<file path="config.mk">
export PLATFORM = sky130hd
export DESIGN_NAME = vr_prepare_ok_tx
export DESIGN_NICKNAME = d
export VERILOG_FILES = /design/src/rtl/vr_prepare_ok_tx_pkg.sv /design/src/rtl/vr_hdr_beat_mux.sv /design/src/rtl/vr_prepare_ok_tx.sv
export SDC_FILE = /design/constraint.sdc
export NUM_CORES = 1
export LEC_CHECK = 0
export BUFFER_PORTS_ARGS = -buffer_cell sky130_fd_sc_hd__buf_4
export CAP_MARGIN = 5
export CORE_AREA = 3 3 247 249
export DETAILED_ROUTE_END_ITERATION = 16
export DIE_AREA = 0 0 250 252
export PLACE_DENSITY = 0.44
export REMOVE_ABC_BUFFERS = 1
export SYNTH_ARGS = -nofsm -noshare
export SYNTH_HDL_FRONTEND = slang
export SYNTH_SLANG_ARGS = --single-unit
</file>
<file path="constraint.sdc">
create_clock -name clk -period 8.9 [get_ports clk]
set_clock_uncertainty 0.1 [all_clocks]
set_input_delay 0.89 -clock clk [delete_from_list [all_inputs] [get_ports clk]]
set_output_delay 0.89 -clock clk [all_outputs]
set_load 0.01 [all_outputs]
</file>
<file path="src/rtl/vr_prepare_ok_tx_pkg.sv">
// Shared beehive/VR message definitions for the PrepareOK transmit path.
//   - Beehive header: frag_num (32b), msg_type (8b), msg_len (64b) = 13 bytes.
//   - PrepareOK header: view, opnum, rep_index, last_committed (64b each) = 32 bytes.
//   - prepare_ok_msg packs the two headers MSB-first, i.e. the 45-byte wire image.
//   - machine_tuple is the destination ip/port used for UDP-TX metadata.
package vr_prepare_ok_tx_pkg;

   localparam int INT_W                = 64;
   localparam int MACHINE_TUPLE_W      = 48;
   localparam logic [31:0] NONFRAG_MAGIC = 32'h1803_0520;
   localparam int BEEHIVE_HDR_BYTES    = 13;
   localparam int PREPARE_OK_HDR_BYTES = 32;
   localparam int PREPARE_OK_MSG_BYTES = BEEHIVE_HDR_BYTES + PREPARE_OK_HDR_BYTES;
   localparam int PREPARE_OK_MSG_W     = PREPARE_OK_MSG_BYTES * 8;

   typedef enum logic [7:0] {
      MSG_PREPARE    = 8'd5,
      MSG_PREPARE_OK = 8'd6,
      MSG_COMMIT     = 8'd7
   } msg_type_e;

   typedef struct packed {
      logic [31:0] ip_addr;
      logic [15:0] port;
   } machine_tuple;

   typedef struct packed {
      logic [31:0] frag_num;
      msg_type_e   msg_type;
      logic [63:0] msg_len;
   } beehive_hdr;

   typedef struct packed {
      logic [INT_W-1:0] view;
      logic [INT_W-1:0] opnum;
      logic [INT_W-1:0] rep_index;
      logic [INT_W-1:0] last_committed;
   } prepare_ok_hdr;

   typedef struct packed {
      beehive_hdr    bh;
      prepare_ok_hdr ok;
   } prepare_ok_msg;

   typedef enum logic [1:0] {
      ST_IDLE = 2'd0,
      ST_META = 2'd1,
      ST_DATA = 2'd2
   } tx_state_e;

   function automatic prepare_ok_msg build_prepare_ok(
      input logic [INT_W-1:0] view,
      input logic [INT_W-1:0] opnum,
      input logic [INT_W-1:0] rep_index,
      input logic [INT_W-1:0] last_committed
   );
      prepare_ok_msg m;
      m.bh.frag_num       = NONFRAG_MAGIC;
      m.bh.msg_type       = MSG_PREPARE_OK;
      m.bh.msg_len        = 64'(PREPARE_OK_HDR_BYTES);
      m.ok.view           = view;
      m.ok.opnum          = opnum;
      m.ok.rep_index      = rep_index;
      m.ok.last_committed = last_committed;
      return m;
   endfunction

endpackage

</file>
<file path="src/rtl/vr_hdr_beat_mux.sv">
// Combinational beat selector for a fixed-size header image.
// Splits an IMG_W-bit image (first wire byte in the MSBs) into DATA_W-wide
// beats, zero-filling the tail of the final beat, and flags last/padbytes.
// Ports:
//   img           in   IMG_W       message image, MSB = first byte on wire
//   beat_idx      in   IDX_W       beat number to present
//   beat_data     out  DATA_W      selected beat
//   beat_last     out  1           beat_idx is the final beat
//   beat_padbytes out  PADBYTES_W  invalid low bytes of the final beat, else 0
module vr_hdr_beat_mux #(
   parameter int IMG_W      = 360,
   parameter int DATA_W     = 256,
   parameter int PADBYTES_W = $clog2(DATA_W/8),
   parameter int NUM_BEATS  = (IMG_W + DATA_W - 1) / DATA_W,
   parameter int IDX_W      = (NUM_BEATS > 1) ? $clog2(NUM_BEATS) : 1
) (
   input  logic [IMG_W-1:0]      img,
   input  logic [IDX_W-1:0]      beat_idx,
   output logic [DATA_W-1:0]     beat_data,
   output logic                  beat_last,
   output logic [PADBYTES_W-1:0] beat_padbytes
);

   localparam int TOT_W      = NUM_BEATS * DATA_W;
   localparam int LAST_BYTES = IMG_W/8 - (NUM_BEATS-1)*(DATA_W/8);
   localparam int PAD_BYTES  = DATA_W/8 - LAST_BYTES;

   logic [TOT_W-1:0] img_left;
   logic [TOT_W-1:0] img_shift;

   always_comb begin
      // left-justify so the unused tail of the final beat reads as zero
      img_left      = TOT_W'(img) << (TOT_W - IMG_W);
      img_shift     = img_left << (int'(beat_idx) * DATA_W);
      beat_data     = img_shift[TOT_W-1 -: DATA_W];
      beat_last     = (int'(beat_idx) == NUM_BEATS - 1);
      beat_padbytes = beat_last ? PADBYTES_W'(PAD_BYTES) : '0;
   end

endmodule

</file>
<file path="src/rtl/vr_prepare_ok_tx.sv">
// VR PrepareOK transmit serializer. Captures one request, emits a UDP-TX
// metadata beat, then the 45-byte big-endian header image as DATA_W beats.
// Optional macro VR_PREPARE_OK_TX_STATS_EN adds msgs_sent / stall_cycles.
// Ports:
//   clk, rst (async, active-high)
//   req_val/req_rdy + req_view/req_opnum/req_rep_index/req_last_commit/req_dst
//   tx_meta_val/tx_meta_rdy + tx_meta_dst/tx_meta_len
//   tx_data_val/tx_data_rdy + tx_data/tx_data_last/tx_data_padbytes
//   [stats] msgs_sent (COUNT_W, wraps), stall_cycles (32b, saturates)
//
// state   | meaning
// IDLE    | ready for a request
// META    | presenting UDP-TX metadata
// DATA    | presenting header beat cnt_q
module vr_prepare_ok_tx
   import vr_prepare_ok_tx_pkg::*;
#(
   parameter int DATA_W     = 256,
   parameter int PADBYTES_W = $clog2(DATA_W/8)
`ifdef VR_PREPARE_OK_TX_STATS_EN
   ,parameter int COUNT_W   = 16
`endif
) (
   input  logic                       clk,
   input  logic                       rst,
   input  logic                       req_val,
   input  logic [INT_W-1:0]           req_view,
   input  logic [INT_W-1:0]           req_opnum,
   input  logic [INT_W-1:0]           req_rep_index,
   input  logic [INT_W-1:0]           req_last_commit,
   input  logic [MACHINE_TUPLE_W-1:0] req_dst,
   output logic                       req_rdy,
   output logic                       tx_meta_val,
   output logic [MACHINE_TUPLE_W-1:0] tx_meta_dst,
   output logic [15:0]                tx_meta_len,
   input  logic                       tx_meta_rdy,
   output logic                       tx_data_val,
   output logic [DATA_W-1:0]          tx_data,
   output logic                       tx_data_last,
   output logic [PADBYTES_W-1:0]      tx_data_padbytes,
   input  logic                       tx_data_rdy
`ifdef VR_PREPARE_OK_TX_STATS_EN
   ,output logic [COUNT_W-1:0]        msgs_sent
   ,output logic [31:0]               stall_cycles
`endif
);

   localparam int NUM_BEATS = (PREPARE_OK_MSG_W + DATA_W - 1) / DATA_W;
   localparam int CNT_W     = (NUM_BEATS > 1) ? $clog2(NUM_BEATS) : 1;

   tx_state_e     state_q, state_d;
   logic [CNT_W-1:0] cnt_q, cnt_d;
   prepare_ok_msg msg_q, msg_d;
   machine_tuple  dst_q, dst_d;

   logic [DATA_W-1:0]     beat_data;
   logic                  beat_last;
   logic [PADBYTES_W-1:0] beat_padbytes;

   vr_hdr_beat_mux #(
      .IMG_W      (PREPARE_OK_MSG_W),
      .DATA_W     (DATA_W),
      .PADBYTES_W (PADBYTES_W),
      .NUM_BEATS  (NUM_BEATS),
      .IDX_W      (CNT_W)
   ) u_beat_mux (
      .img           (msg_q),
      .beat_idx      (cnt_q),
      .beat_data     (beat_data),
      .beat_last     (beat_last),
      .beat_padbytes (beat_padbytes)
   );

   always_comb begin
      state_d     = state_q;
      cnt_d       = cnt_q;
      msg_d       = msg_q;
      dst_d       = dst_q;
      req_rdy     = 1'b0;
      tx_meta_val = 1'b0;
      tx_data_val = 1'b0;
      case (state_q)
         ST_IDLE: begin
            req_rdy = 1'b1;
            if (req_val) begin
               msg_d   = build_prepare_ok(req_view, req_opnum, req_rep_index, req_last_commit);
               dst_d   = req_dst;
               state_d = ST_META;
            end
         end
         ST_META: begin
            tx_meta_val = 1'b1;
            if (tx_meta_rdy) begin
               cnt_d   = '0;
               state_d = ST_DATA;
            end
         end
         ST_DATA: begin
            tx_data_val = 1'b1;
            if (tx_data_rdy) begin
               if (beat_last) state_d = ST_IDLE;
               else           cnt_d   = cnt_q + CNT_W'(1);
            end
         end
         default: state_d = ST_IDLE;
      endcase
   end

   always_ff @(posedge clk or posedge rst) begin
      if (rst) begin
         state_q <= ST_IDLE;
         cnt_q   <= '0;
         msg_q   <= '0;
         dst_q   <= '0;
      end else begin
         state_q <= state_d;
         cnt_q   <= cnt_d;
         msg_q   <= msg_d;
         dst_q   <= dst_d;
      end
   end

   // data outputs are forced to zero outside DATA so a reset or idle bus is quiet
   assign tx_data          = tx_data_val ? beat_data : '0;
   assign tx_data_last     = tx_data_val & beat_last;
   assign tx_data_padbytes = tx_data_val ? beat_padbytes : '0;
   assign tx_meta_dst      = dst_q;
   assign tx_meta_len      = 16'(PREPARE_OK_MSG_BYTES);

`ifdef VR_PREPARE_OK_TX_STATS_EN
   logic [COUNT_W-1:0] msgs_sent_q, msgs_sent_d;
   logic [31:0]        stall_q, stall_d;

   always_comb begin
      msgs_sent_d = msgs_sent_q;
      stall_d     = stall_q;
      if (tx_data_val && tx_data_rdy && beat_last)
         msgs_sent_d = msgs_sent_q + COUNT_W'(1);
      if (((tx_meta_val && !tx_meta_rdy) || (tx_data_val && !tx_data_rdy)) && (stall_q != '1))
         stall_d = stall_q + 32'd1;
   end

   always_ff @(posedge clk or posedge rst) begin
      if (rst) begin
         msgs_sent_q <= '0;
         stall_q     <= '0;
      end else begin
         msgs_sent_q <= msgs_sent_d;
         stall_q     <= stall_d;
      end
   end

   assign msgs_sent    = msgs_sent_q;
   assign stall_cycles = stall_q;
`endif

endmodule

</file>
==> After elaboration in Yosys (flattened, before gate mapping) <==
Index checks and enable logic that the tools add are counted.
{ "word_totals": {"ff_bits": 310, "input_bits": 309, "output_inout_bits": 329, "elab_cells": 40} }
{ "classes": {"addsub": 1, "eq_ne": 6, "n_shift": 1, "mux": 15, "n_bitwise": 1, "reduce_logical": 5} }
{ "op_table": {"columns": ["operator", "count"], "rows": [
  ["left shift 509 x 9 -> 512 bit", 1],
  ["two-way mux 256 bit", 1],
  ["two-way mux 5 bit", 2],
  ["two-way mux 2 bit", 4],
  ["!= test 2 bit (second input constant)", 4],
  ["two-way mux 1 bit", 6],
  ["case mux 2 bit (3 select lines)", 1],
  ["AND reduction 4 bit", 1],
  ["AND reduction 3 bit", 1],
  ["equality test 2 x 1 -> 1 bit (second input constant)", 1],
  ["equality test 2 bit (second input constant)", 1],
  ["zero test 2 bit", 1],
  ["case mux 1 bit (2 select lines)", 1],
  ["AND reduction 2 bit", 1],
  ["nonzero test 2 bit", 1],
  ["adder 1 bit (second input constant)", 1],
  ["AND 1 bit", 1]
]} }

==> Logic depth before layout (Yosys ltp) <==
Gate-level depths: netlist of the first run.
{ "depth": {"word_depth": 4, "mapped_depth": 6, "ltp_nobuf": 2} }

==> Modules after synthesis <==
Synthesis of the first run repeated with hierarchy kept, for this count alone.
{ "unflattened": {"cells_unflattened": 1264, "hier_area_um2": 16757.3} }
{ "by_module_without_submodules": {"columns": ["module", "instances", "cells_per_inst", "area_each_um2", "seq_area_each_um2"], "rows": [
  ["vr_prepare_ok_tx", 1, 973, 14388.8, 7707.4],
  ["vr_hdr_beat_mux", 1, 291, 2368.5, 0.0]
]} }

==> Worst setup path before layout of the first run <==
No wires, ideal clock.
{ "synth_path": {"kind": "reg2out", "start": "register state_q[0]", "end": "output tx_data[187]", "arrival_time_ns": 1.321, "t_required_ns": 7.910, "setup_slack_ns": 6.589, "stages_incl_launch_ff": 6, "path_buffers": 3, "path_cell_list": "dfrtp_1 -> buf_6 -> and3b_1 -> clkbuf_2 -> clkbuf_1 -> and2_1"} }
{ "synth_between": {"elab_chain_len": 3} }
{ "synth_rtl": {"columns": ["element", "line", "source"], "rows": [
  ["from (decl)", "vr_prepare_ok_tx.sv:51", "tx_state_e state_q, state_d;"],
  ["from (signal assigned)", "vr_prepare_ok_tx.sv:116", "state_q <= state_d;"],
  ["equality test 2 bit", "vr_prepare_ok_tx.sv:82", "case (state_q)"],
  ["two-way mux 1 bit", "vr_prepare_ok_tx.sv:82", null],
  ["two-way mux 256 bit", "vr_prepare_ok_tx.sv:124", "assign tx_data = tx_data_val ? beat_data : '0;"],
  ["to (decl)", "vr_prepare_ok_tx.sv:38", "output logic [DATA_W-1:0] tx_data,"]
]} }
Every way passes these cells.

==> Worst setup path in the final report of the first run <==
{ "layout_path": {"start": "register cnt_q", "end": "output tx_data[184]"} }
{ "layout_between": {"elab_chain_len": 2} }
{ "layout_rtl": {"columns": ["element", "line", "source"], "rows": [
  ["from (decl)", "vr_prepare_ok_tx.sv:52", "logic [CNT_W-1:0] cnt_q, cnt_d;"],
  ["from (signal assigned)", "vr_prepare_ok_tx.sv:117", "cnt_q <= cnt_d;"],
  ["left shift 509 x 9 -> 512 bit", "vr_hdr_beat_mux.sv:34", "img_shift = img_left << (int'(beat_idx) * DATA_W);"],
  ["two-way mux 256 bit", "vr_prepare_ok_tx.sv:124", null]
]} }
Every way passes these cells.

==> results list, run 1 <==
- The flow ran to the end, and the final reports show no timing, DRC or antenna violations.
- After layout, the minimum clock period comes to roughly 3.9 ns.
- Clock latency reported for the late side of the worst-skew pair: roughly 0.54 ns
- The most numerous cell type found on the critical path is sky130_fd_sc_hd__buf_4.
- Summing over every cut layer, the via total after detailed routing is ~9600.
- After routing, the total negative slack on setup checks comes to 0 ns.
* Effective utilization at floorplan: ~23%
* Maximum number of buffers from clock root to sink: 3
- Summing every instance area after synthesis gives 13600 sq um.
- Sequential elements use between 50 and 60% of the synthesized area.
* Layout cells sized above 1: 49.1%
- Post-route antenna net violation count: 0
* Detailed-route DRC error count: 0
- The first global-routing pass estimated 65.4 mm of wire.
- Clock tree sinks: 308
* Total count of max-transition violations in the final report: 0
- Count of final hold-check violations: 0
* Worst Path Class, Setup: flop to output pin
- The die is 250 um wide.
- GR Layer Usage met1: ~15%
- Averaged over all synthesized cells, the footprint is about 14 sq um.
- Pin placement for this block handled about 640 I/O pins.
* Max Fclk: about 250 MHz
- IR analysis of the VDD net gives a maximum drop of 0.139 mV.
- Gr busiest metal: met2
- The number of global-route vias before repair came to between 10000 and 15000.
- In this run the worst path has a maximum fanout of 91.
* Power density relative to cell area: 301 nW/um^2
* Die height: between 200 and 300 um
* First-pass iteration count of the detailed router: 4
- For this design, the CTS-stage hold fixing added 0 buffers.
- TritonCTS built the clock tree.
- Required time at the worst-slack endpoint: just under 8 ns
* Signal arrival time at the worst endpoint: around 3.0 ns
- Once the clock tree was built, the setup fixing pass inserted 0 buffers.
- Starting DRC count in detailed routing: 371
* Final layout net count: 1891
- Number of antenna violations at the first check in global routing: 4
- GRT Resource Usage Total: between 10% and 20%
* Final routed wire length divided by cell count: around 19 um
- Family of cells with the greatest summed delay on the critical path: buffers and inverters
- Post-CTS repair changed the size of 0 cells.
- Max-cap violations in this run came to 0.
- Drt via density: between 4 and 5
* Met3 routing resource usage after global routing: between 4 and 5%
- Buffers inserted during clock tree synthesis total 39.
- Slew margin rel.: around 33%
* Maximum number of pins on one net before global-route repair: around 170
- Detailed Route WL: roughly 45 mm
- Die Outline Area: between 60000 and 70000 sq um
- Worst Setup End Kind: output pin
* H-Tree Depth: 2
* Total non-filler cell area in the finished layout: 19900 sq um
- Worst path cell trace: and3b_2 -> buf_4 -> and2_1 -> buf_4
- The tightest min-delay check is of the input pin to asynchronous set/reset pin type.
- Number of unique standard cell types used by synthesis: 24
* Crit path max-delay cell type: sky130_fd_sc_hd__dfrtp_1
* Leakage Power: 9.49 nW
- Placeable core area: roughly 59000 sq um
- For this run, global-route usage on met2 was measured as about a quarter.
* Share of the clock period used by the worst path: approximately 44%
* Synthesis warning total: 0
- After floorplanning, the core was divided into a little under 90 placement rows.
- In this run, synthesis produced a sequential element count of 308.
* Critical path's largest stage delay: between 0.7 and 0.8 ns
- Setup repair after global routing left no endpoint under its margin.
* Final Setup Violations: 0
* Clock Pin Slew Worst Setup and Hold Paths: approximately 0.060 ns
- Counting every instance in the synthesized netlist gives approximately 980.
- Worst path buffer plus inverter count: 2
* Placed inst area: approximately 19000 sq um
* Actual transition at the worst max-transition pin: around 1.0 ns
* Gp weighted congestion: 0.769
* HPWL after detailed placement: ~32 mm
- The cell sitting at the root of the clock tree is a sky130_fd_sc_hd__clkbuf_16.
- Growth of design area from synthesis to finish: 46.9%
* Worst Setup Start Kind: flop
* Global route total overflow: 0
- Input and output buffers added on the ports amount to 619.
==> cell usage in the layout, fill, tap and decap left out, types with 2 or more instances in the layout <==
master                      synthesis  routed
sky130_fd_sc_hd__conb_1             2      18
sky130_fd_sc_hd__buf_12             2       2
sky130_fd_sc_hd__clkbuf_1          19      13
sky130_fd_sc_hd__mux2_2           102     102
sky130_fd_sc_hd__nand2_1           10      10
sky130_fd_sc_hd__diode_2            0       3
sky130_fd_sc_hd__a21oi_1           12      12
sky130_fd_sc_hd__and2_1           246     246
sky130_fd_sc_hd__bufinv_16          0       2
sky130_fd_sc_hd__clkbuf_16          0      41
sky130_fd_sc_hd__dfrtp_1          308     308
sky130_fd_sc_hd__clkbuf_8           0       8
sky130_fd_sc_hd__buf_4             28     625
sky130_fd_sc_hd__mux2_1           202     202
sky130_fd_sc_hd__nor3b_4            1       2
sky130_fd_sc_hd__nand2b_1           5       5
sky130_fd_sc_hd__clkinv_2           0       4
==> metal layers <==
| layer | routed length, um | part of all wire (%) | vias up |
|---|---|---|---|
| li1 | - | - | 4460 |
| met1 | 16700 | 37 | 4771 |
| met2 | 23100 | 52 | 354 |
| met3 | 3750 | 8.4 | 54 |
| met4 | 1050 | 2.3 | 0 |
| met5 | 0 | 0 | - |
==> kinds of logic after synthesis <==
family | Yosys count | synth area share [%]
multiplexers | 305 | 25.3
flip-flops | 308 | 56.8
buffers and inverters | 88 | 5.03
AND/OR/NAND/NOR | 267 | 12.3
other | 2 | 0.0553
AO/OA/AOI/OAI | 14 | 0.581
==> worst register-to-register path: cells and delay by family, from the launching register on <==
kind                   cells  cell delay (ns)
flip-flops                 1             0.54
multiplexers               1             0.53
AND/OR/NAND/NOR            1             0.24
buffers and inverters      2             1.70
==> cell usage after synthesis, drive strengths merged <==
library cell    n  area share, %
a21bo           1          0.074
a21oi          12           0.44
and2          246             11
and3b           1          0.065
buf            58            4.1
clkbuf         28           0.86
conb            2          0.055
dfrtp         308             57
inv             2          0.055
mux2          304             25
mux2i           1          0.074
nand2          10           0.28
nand2b          5           0.23
nor2            1          0.028
nor2b           1          0.046
nor3b           2           0.23
o2bb2ai         1          0.065
or2             1          0.046
==> layout make-up <==
cell class                      count  area (sq um)
Antenna cell                        3          7.51
Clock buffer                       62          1180
Multi-Input combinational cell    604          5250
Tap cell                          773           967
Clock inverter                      6          80.1
Timing Repair Buffer              627          4730
Inverter                            2          15.0
Sequential cell                   308          7710
Fill cell                        5953         39000
==> flip-flops by register name (all words and copies together) (netlist names) <==
name         cells
cnt_q            1
msg_q          257
tx_meta_dst     48
state_q          2
==> worst paths after layout <==
path | cells after the start | to | slack, ns | start
worst max register to register | 4 | msg_q[109] | 5.68 | state_q[0]
worst min register to register | 1 | msg_q[333] | 0.37 | msg_q[333]
worst min-delay path | 2 | tx_meta_dst[17] | 0.33 | rst
max in group asynchronous | 3 | msg_q[110] | 6.90 | rst
worst max-delay path | 4 | tx_data[184] | 4.95 | cnt_q
min in group clk | 1 | msg_q[333] | 0.37 | msg_q[333]
==> per-stage QoR <==
| step | instances | util [%] | setup WS [ns] | hold WS (ns) | power (mW) |
|---|---|---|---|---|---|
| finish | 2385 | 33.9 | 4.95 | 0.332 | 6.00 |
| global route | 2385 | 33.9 | 4.64 | 0.375 | 6.40 |
| CTS | 2382 | 33.8 | 4.74 | 0.360 | 6.14 |
| detailed placement | 2314 | 31.7 | 5.30 | 0.362 | 4.51 |
| global placement | 2314 | 31.7 | 5.29 | 0.357 | 4.45 |
| floorplan | 914 | - | -5.27 | 0.341 | 3.69 |
==> power by group <==
part	internal (mW)	total, mW	switching [mW]
Combinational	1.11	1.98	0.870
Sequential	2.12	2.45	0.330
Clock	0.965	1.57	0.608
No activity file was read; power rests on OpenSTA's default activity.
==> run 2: changes to the inputs <==
--- a/config.mk
+++ b/config.mk
@@ -5,12 +5,13 @@
 export SDC_FILE = /design/constraint.sdc
 export NUM_CORES = 1
 export LEC_CHECK = 0
+export ABC_AREA = 1
 export BUFFER_PORTS_ARGS = -buffer_cell sky130_fd_sc_hd__buf_4
 export CAP_MARGIN = 5
 export CORE_AREA = 3 3 247 249
 export DETAILED_ROUTE_END_ITERATION = 16
 export DIE_AREA = 0 0 250 252
-export PLACE_DENSITY = 0.44
+export PLACE_DENSITY = 0.45
 export REMOVE_ABC_BUFFERS = 1
 export SYNTH_ARGS = -nofsm -noshare
 export SYNTH_HDL_FRONTEND = slang
==> constraint.sdc (replaced) <==
create_clock -name clk -period 3.6 [get_ports clk]
set_clock_uncertainty 0.1 [all_clocks]
set_input_delay 0.36 -clock clk [delete_from_list [all_inputs] [get_ports clk]]
set_output_delay 0.36 -clock clk [all_outputs]
set_load 0.01 [all_outputs]
==> run 2 against run 1 <==
  * Final cell count increased by 50%
  * Cell area increased by 20%
  * Wire length increased by 33%
  * Combinational power increased to 3.6 times the previous value
  * Via count increased by 63%
  * Critical endpoint is now tx_data[234]
  * Critical path type unchanged
  * Critical path depth increased by 1
  * Area after synthesis increased by 6.3%
==> results list, run 2 <==
- Cell types with the highest counts after synthesis: sky130_fd_sc_hd__nand2_1, sky130_fd_sc_hd__dfrtp_1, sky130_fd_sc_hd__nand3_1, sky130_fd_sc_hd__nor2_1, sky130_fd_sc_hd__buf_2 (was sky130_fd_sc_hd__dfrtp_1, sky130_fd_sc_hd__and2_1, sky130_fd_sc_hd__mux2_1, sky130_fd_sc_hd__mux2_2, sky130_fd_sc_hd__buf_4)
- Slew margin rel.: 39.9% (was 32.7%)
- Hold Crit Class: input pin to flop (was input pin to asynchronous set/reset pin)
- The largest driver fanout on the critical path is 81 (was 91).
* Final layout net count: 3072 (was 1891)
* Number of maximum-capacitance violations: 0 (unchanged)
* Top-area cell type share of the netlist area: 53.4% (was 56.8%)
- Number of cells in the design after placement: 3188 (was 2314)
* Number of clock buffers inserted by TritonCTS: 40 (was 39)
- The insertion delay of the later-clocked pin in the worst-skew pair is 0.54 ns (about the same).
* Effective utilization at floorplan: 24.5% (was 23.0%)
- Required time at the worst-slack endpoint: 3.14 ns (was 7.91 ns)
- Maximum number of buffers from clock root to sink: 3 (unchanged)
- Clock Pin Slew Worst Setup and Hold Paths: 0.06 ns (about the same)
- The post-detailed-placement half-perimeter wirelength is 39.2 mm (was 32.1 mm).
- CTS tree: yes (unchanged)
- The area taken by multi-input logic gates came to 5900 sq um (was 5250 sq um).
- Leading cell types in the layout, fill and taps excluded: sky130_fd_sc_hd__nand2_1, sky130_fd_sc_hd__buf_4, sky130_fd_sc_hd__nand3_1, sky130_fd_sc_hd__dfrtp_1, sky130_fd_sc_hd__dlygate4sd3_1 (was sky130_fd_sc_hd__buf_4, sky130_fd_sc_hd__dfrtp_1, sky130_fd_sc_hd__and2_1, sky130_fd_sc_hd__mux2_1, sky130_fd_sc_hd__mux2_2).
- Top cells by area, synth: sky130_fd_sc_hd__dfrtp_1, sky130_fd_sc_hd__nand2_1, sky130_fd_sc_hd__nand3_1, sky130_fd_sc_hd__nor2_1, sky130_fd_sc_hd__buf_2 (was sky130_fd_sc_hd__dfrtp_1, sky130_fd_sc_hd__mux2_1, sky130_fd_sc_hd__and2_1, sky130_fd_sc_hd__mux2_2, sky130_fd_sc_hd__buf_6).
* Worst setup slack after placement: 1.15 ns (was 5.30 ns)
- Die height: 252 um (unchanged)
- Leading cell type by number of instances after synthesis: sky130_fd_sc_hd__nand2_1 (was sky130_fd_sc_hd__dfrtp_1)
- Global-route wire length before repair: 93.4 mm (was 65.4 mm)
* Number of global-route vias before repair: 16131 (was 10195)
* Share of the clock period used by the worst path: a little over 80%
* Placement row count: 89 (unchanged)
* Total count of max-transition violations in the final report: 0 (unchanged)
- The number of enable flip-flop cells after synthesis is 0 (unchanged).
- FF+latch area: 7710 sq um (about the same)
- The initial antenna violation count is 1 (was 4).
- Finished Layout Cells: 3567 (was 2385)
- Final Setup Violations: 0 (unchanged)
- The count of boundary I/O pins is 638 (unchanged).
* Seq cells post-synth: 308 (unchanged)
- The detail-routed net length per standard cell was 16.7 um (was 18.7 um).
- Worst Path Class, Setup: flop to output pin (unchanged)
* Highest ir drop seen on vdd: 0.450 mV (was 0.139 mV)
* Number of fill cells: 6098 (was 5953)
- The fraction of the yosys area taken by sequential cells was 53.4% (was 56.8%).
- The total iterations of the first detailed-routing run is 5 (was 4).
- Tot Pwr: 17.3 mW (was 6.00 mW)
* Vias: 15730 (was 9639)
- Register with the most flip-flops: msg_q (unchanged)
* Layout cells sized above 1: 25.6% (was 49.1%)
- Post-route antenna net violation count: 0 (unchanged)
- The CTS H-tree depth is 2 (unchanged).
- Cell chosen for the clock root: sky130_fd_sc_hd__clkbuf_16 (unchanged)
- Count of final hold-check violations: 0 (unchanged)
* Setup TNS: 0 ns (unchanged)
* Leakage Power: 12.5 nW (was 9.49 nW)
* Clock tree sinks: 308 (unchanged)
- The count of warnings emitted by yosys came to 0 (unchanged).
* Worst Setup Start Kind: flop (unchanged)
- The flip-flop count of the largest register after layout came to 257 (unchanged).
- The minimum setup slack in the final design was 0.621 ns (was 4.95 ns).
- The slew at the pin closest to its max-slew limit is 0.902 ns (was 1.01 ns).
- Final period demand of the worst path: 2.98 ns
* Setup repair after global routing missed its margin: no (unchanged)
- The routability congestion estimate from global placement was 0.806 (was 0.769).
* Detailed Route WL: 59.5 mm (was 44.6 mm)
- Worst Setup End Kind: output pin (unchanged)
- Cell count after synthesis: 1935 (was 984)
- The remaining design rule violation count came to 0 (unchanged).
- The via density per instance is 4.41 (was 4.04).
- Post-synth top area cell: sky130_fd_sc_hd__dfrtp_1 (unchanged)
- The total standard cell area after synthesis came to 14400 sq um (was 13600 sq um).
* Power density relative to cell area: 722 nW/um^2 (was 301 nW/um^2)
- The die extent in x was 250 um (unchanged).
- Post-CTS setup-driven buffer insertion count: 0 (unchanged)
- Most common cell after layout, fill and taps aside: sky130_fd_sc_hd__nand2_1 (was sky130_fd_sc_hd__buf_4)
- The signed area change from the synthesized netlist to the final layout is 66.1% (was 46.9%).
- GRT Resource Usage Total: 18.3% (was 13.6%)
* Starting DRC count in detailed routing: 795 (was 371)
* Maximum number of pins on one net before global-route repair: 166 (was 167)
* Placeable core area: 58900 sq um (unchanged)
* Global route total overflow: 0 (unchanged)
* Outcome: completed (unchanged)
- Async set-reset flop share out of synthesis: 100% (unchanged)
- The area of the die came to 63000 sq um (unchanged).
- Signal arrival time at the worst endpoint: 2.52 ns (was 2.96 ns)
- Number of unique standard cell types used by synthesis: 14 (was 24)
- Max Fclk: 336 MHz
- Number of input and output port buffers inserted: 619 (unchanged)
* Primary FF master, synth: sky130_fd_sc_hd__dfrtp_1 (unchanged)
* Mean area per synthesized cell: 7.46 sq um (was 13.8 sq um)
-- run 2: cell types whose count changed after synthesis, sizes merged, moves of 5 or more --
| cell | before | now |
|---|---|---|
| and2 | 246 | 0 |
| nor2 | 1 | 248 |
| clkbuf | 28 | 39 |
| buf | 58 | 139 |
| nand3 | 0 | 308 |
| mux2 | 304 | 0 |
| nand2b | 5 | 0 |
| inv | 2 | 8 |
| nand2 | 10 | 872 |
-- run 2: path summary, 6_finish.rpt --
check	start	to	slack [ns]	cells past startpoint
max	cnt_q	tx_data[234]	0.62	5
min	req_dst[47]	tx_meta_dst[47]	0.03	3
max reg2reg	state_q[1]	msg_q[172]	1.44	5
min reg2reg	msg_q[333]	msg_q[333]	0.36	2
max in group asynchronous	rst	msg_q[229]	2.05	4
min in group asynchronous	rst	msg_q[189]	0.38	3
-- run 2: where the power goes --
| group | internal (mW) | leakage (nW) | switching, mW |
|---|---|---|---|
| clock network | 2.40 | 0.651 | 1.61 |
| logic | 2.73 | 8.03 | 4.40 |
| registers | 5.12 | 3.81 | 1.05 |
-- run 2: per-stage QoR --
step / hold WS, ns / area [sq um] / utilization [%]
2_1_floorplan: 0.335 / 13600 / -
3_3_place_gp: 0.349 / 19600 / 33.2
3_5_place_dp: 0.351 / 19600 / 33.2
4_1_cts: 0.0128 / 24000 / 40.7
5_1_grt: 0.0477 / 24000 / 40.7
6_report: 0.0281 / 24000 / 40.7
-- run 2: cell families after synthesis --
kind of cell,share of synthesized area [%]
buffers and inverters,6.24
AO/OA/AOI/OAI,0.382
flip-flops,53.4
other,0.0521
AND/OR/NAND/NOR,39.9
-- run 2: layout make-up --
| type | count | share of cell area (%) |
|---|---|---|
| well taps | 773 | 4.04 |
| flip-flops and latches | 308 | 32.2 |
| diodes | 1 | 0.0104 |
| multi-input cells | 1457 | 24.6 |
| clock inverters | 17 | 0.632 |
| clock buffers | 55 | 4.84 |
| repair buffers | 948 | 33.5 |
| inverters | 8 | 0.167 |
-- run 2: layer usage --
| metal | up-vias | routed length [um] | GRT usage [%] |
|---|---|---|---|
| met5 | - | 0 | 0 |
| met1 | 7499 | 25000 | 23.5 |
| met3 | 66 | 4210 | 4.62 |
| met4 | 0 | 1210 | 4.42 |
| li1 | 7627 | - | - |
| met2 | 538 | 29100 | 30.9 |
-- run 2: repair_timing --
action                    in CTS  in global routing
hold endpoints to repair     389                  0
hold buffers                 306                  0
gates resized for setup        0                  0
-- run 2: critical path, cell delays in order (launching register included) --
cell	delay, ns
sky130_fd_sc_hd__dfrtp_4	0.66
sky130_fd_sc_hd__inv_4	0.13
sky130_fd_sc_hd__buf_12	0.28
sky130_fd_sc_hd__nand2_1	0.41
sky130_fd_sc_hd__a21oi_1	0.31
sky130_fd_sc_hd__buf_4	0.16
==> run 3: changes to the inputs <==
==> constraint.sdc (replaced) <==
create_clock -name clk -period 2.4 [get_ports clk]
set_clock_uncertainty 0.1 [all_clocks]
set_input_delay 0.24 -clock clk [delete_from_list [all_inputs] [get_ports clk]]
set_output_delay 0.24 -clock clk [all_outputs]
set_load 0.01 [all_outputs]
==> run 3 against run 2 <==
  * Utilization increased by 1.1 points
  * Worst hold slack improved by 0.12 ns
  * Largest power group unchanged
  * Worst setup slack got worse by 0.57 ns
  * Non-clock buffer count increased by 44
  * Critical path type unchanged
  * Highest routed layer unchanged
==> results list, run 3 (same netlist as run 2, synthesis figures left out) <==
- Timing would allow up to 425 MHz.
* Number of antenna violations at the first check in global routing: 2 (was 1)
* Crit Path Max Fanout: 94 (was 81)
* Layout cells sized above 1: 26.4% (was 25.6%)
- Number of input and output port buffers inserted: 619 (unchanged)
- The CTS H-tree depth was 2 (unchanged).
- The power consumption came to 26.9 mW (was 17.3 mW).
- CP endpoint: req_rdy (was tx_data[234])
- Growth of design area from synthesis to finish: 70.5% (was 66.1%)
- Leading cell types in the layout, fill and taps excluded: sky130_fd_sc_hd__nand2_1, sky130_fd_sc_hd__buf_4, sky130_fd_sc_hd__dlygate4sd3_1, sky130_fd_sc_hd__nand3_1, sky130_fd_sc_hd__dfrtp_1 (was sky130_fd_sc_hd__nand2_1, sky130_fd_sc_hd__buf_4, sky130_fd_sc_hd__nand3_1, sky130_fd_sc_hd__dfrtp_1, sky130_fd_sc_hd__dlygate4sd3_1)
- The most common library cell in the layout ignoring fill and taps was sky130_fd_sc_hd__nand2_1 (unchanged).
- The category of the most critical setup path is flop to output pin (unchanged).
- The floorplan die height is 252 um (unchanged).
- The count of boundary I/O pins was 638 (unchanged).
* Starting DRC count in detailed routing: 950 (was 795)
- Minimum setup slack among reg-to-reg paths: 0.14 ns (was 1.44 ns)
- Number of global-route vias before repair: 16812 (was 16131)
- Final Setup Violations: 0 (unchanged)
* Register with the most flip-flops: msg_q (unchanged)
- The standby leakage power is 12.8 nW (was 12.5 nW).
* Overall die width: 250 um (unchanged)
- Detailed-route DRC error count: 0 (unchanged)
* GR Layer Usage met1: 23.8% (was 23.5%)
* Final routed wire length divided by cell count: 17.0 um (was 16.7 um)
* Number of maximum-capacitance violations: 0 (unchanged)
- Signal arrival time at the worst endpoint: 2.01 ns (was 2.52 ns)
- The pin count of the biggest net entering global routing came to 132 (was 166).
- The global-route wire length before repair is 95.0 mm (was 93.4 mm).
- Highest ir drop seen on vdd: 0.712 mV (was 0.450 mV)
* HPWL after detailed placement: 41.3 mm (was 39.2 mm)
* Count of cells along the worst register-to-register path: 5 (unchanged)
- The post-placement cell count is 3213 (was 3188).
- The layer carrying the most global-route usage is met2 (unchanged).
* Setup TNS: 0 ns (unchanged)
- The CTS tree was yes (unchanged).
- Placed inst area: 19900 sq um (was 19600 sq um)
- Final layout net count: 3118 (was 3072)
- Die Outline Area: 63000 sq um (unchanged)
* Drt via density: 4.46 (was 4.41)
- Maximum number of buffers from clock root to sink: 3 (unchanged)
* Largest register FFs: 257 (unchanged)
- Post-route antenna net violation count: 0 (unchanged)
* Clock latency reported for the late side of the worst-skew pair: 0.54 ns (about the same)
* Placeable core area: 58900 sq um (unchanged)
* GRT Resource Usage Total: 18.7% (was 18.3%)
- Gp weighted congestion: 0.812 (was 0.806)
- Count of final hold-check violations: 0 (unchanged)
* Clock tree sinks: 308 (unchanged)
- Global route total overflow: 0 (unchanged)
- Vias: 16140 (was 15730)
- The met3 usage came to 4.38% (was 4.62%).
- The smallest clock period supported by the final layout is computed as about 2.4 ns.
* Share of the clock period used by the worst path: a little over nine tenths
* Hold Crit Class: input pin to asynchronous set/reset pin (was input pin to flop)
* Required time at the worst-slack endpoint: 2.06 ns (was 3.14 ns)
* Cell chosen for the clock root: sky130_fd_sc_hd__clkbuf_16 (unchanged)
* Worst Setup Start Kind: flop (unchanged)
- Setup repair after global routing missed its margin: yes (was no).
- The met2 track demand over resource came to 31.3% (was 30.9%).
- The wire length reported by the detailed router was 61.4 mm (was 59.5 mm).
- Clock Pin Slew Worst Setup and Hold Paths: 0.06 ns (about the same)
* Total non-filler cell area in the finished layout: 24600 sq um (was 24000 sq um)
- The slew at the pin closest to its max-slew limit came to 0.715 ns (was 0.902 ns).
- Number of clock buffers inserted by TritonCTS: 41 (was 40)
- Finished Layout Cells: 3616 (was 3567)
- Total count of max-transition violations in the final report: 0 (unchanged)
* Reg2Reg Launch Point: state_q[1] (unchanged)
- Slew margin rel.: 52.4% (was 39.9%)
* Start point of the critical path: state_q[1] (was cnt_q)
* First-pass iteration count of the detailed router: 4 (was 5)
- Outcome: completed (unchanged).
- Power density relative to cell area: 1090 nW/um^2 (was 722 nW/um^2)
- Worst Setup End Kind: output pin (unchanged)
* FF-to-FF End: tx_meta_dst[47] (was msg_q[172])
- Effective utilization at floorplan: 24.5% (unchanged)
- The site row count came to 89 (unchanged).
[run 3: cell types whose count changed in the layout (fill, tap and decap cells not counted), sizes merged, moves of 2 or more]
| cell | before | now |
|---|---|---|
| buf | 642 | 671 |
| dlygate4sd3 | 306 | 319 |
| clkbuf | 55 | 63 |
| diode | 1 | 4 |
| clkinv | 10 | 8 |
| inv | 11 | 9 |
[run 3: where the power goes]
group	internal, mW	leakage, nW	switching, mW	total, mW
registers	7.69	3.80	1.43	9.11
clock network	3.58	0.639	2.39	5.97
logic	4.78	8.31	7.03	11.8
total	16.0	12.8	10.8	26.9
[run 3: layer usage]
metal / part of all wire [%] / wire, um
met1: 42 / 25700
met2: 48 / 29800
met3: 7.0 / 4310
met4: 2.7 / 1660
met5: 0 / 0
[run 3: worst min-delay path by stage]
stage                      from              end  slack, ns  depth (start not counted)
finish                      rst  tx_meta_dst[36]       0.15                          3
global route                rst   tx_meta_dst[9]       0.16                          3
CTS                         rst   tx_meta_dst[9]       0.14                          3
detailed placement          rst   tx_meta_dst[9]       0.19                          2
global placement            rst   tx_meta_dst[3]       0.19                          2
floorplan           tx_meta_rdy       state_q[0]       0.25                          1
[run 3: critical path: stages (launching register included)]
cell	delay, ns
sky130_fd_sc_hd__dfrtp_2	0.50
sky130_fd_sc_hd__nor2_4	0.29
sky130_fd_sc_hd__buf_16	0.33
sky130_fd_sc_hd__buf_4	0.21
[run 3: cell type report]
| class | count | area [sq um] |
|---|---|---|
| antenna | 4 | 10.0 |
| clock buffer | 62 | 1210 |
| clock inverter | 11 | 90.1 |
| fill | 6040 | 34300 |
| inverter | 8 | 52.6 |
| multi-input combinational | 1458 | 5940 |
| sequential | 308 | 7710 |
| tap | 773 | 967 |
| timing repair buffer | 992 | 8630 |
[run 3: repair_timing]
action | 4_1_cts | 5_1_grt
gates cloned | 1 | 2
gates resized for setup | 11 | 8
setup endpoints to repair | 174 | 81
setup buffers | 0 | 4
pin swaps | 0 | 1
hold endpoints to repair | 353 | 0
hold buffers | 319 | 0
[run 3: stage by stage]
| step | hold slack (ns) | worst slack, ns | util, % |
|---|---|---|---|
| after global routing | 0.158 | -0.0255 | 41.8 |
| after detailed placement | 0.190 | 0.533 | 33.8 |
| after CTS | 0.142 | 0.0105 | 41.6 |
| after floorplan | 0.247 | -6.46 | - |
| after global placement | 0.190 | 0.511 | 33.8 |
| final | 0.147 | 0.0480 | 41.8 |
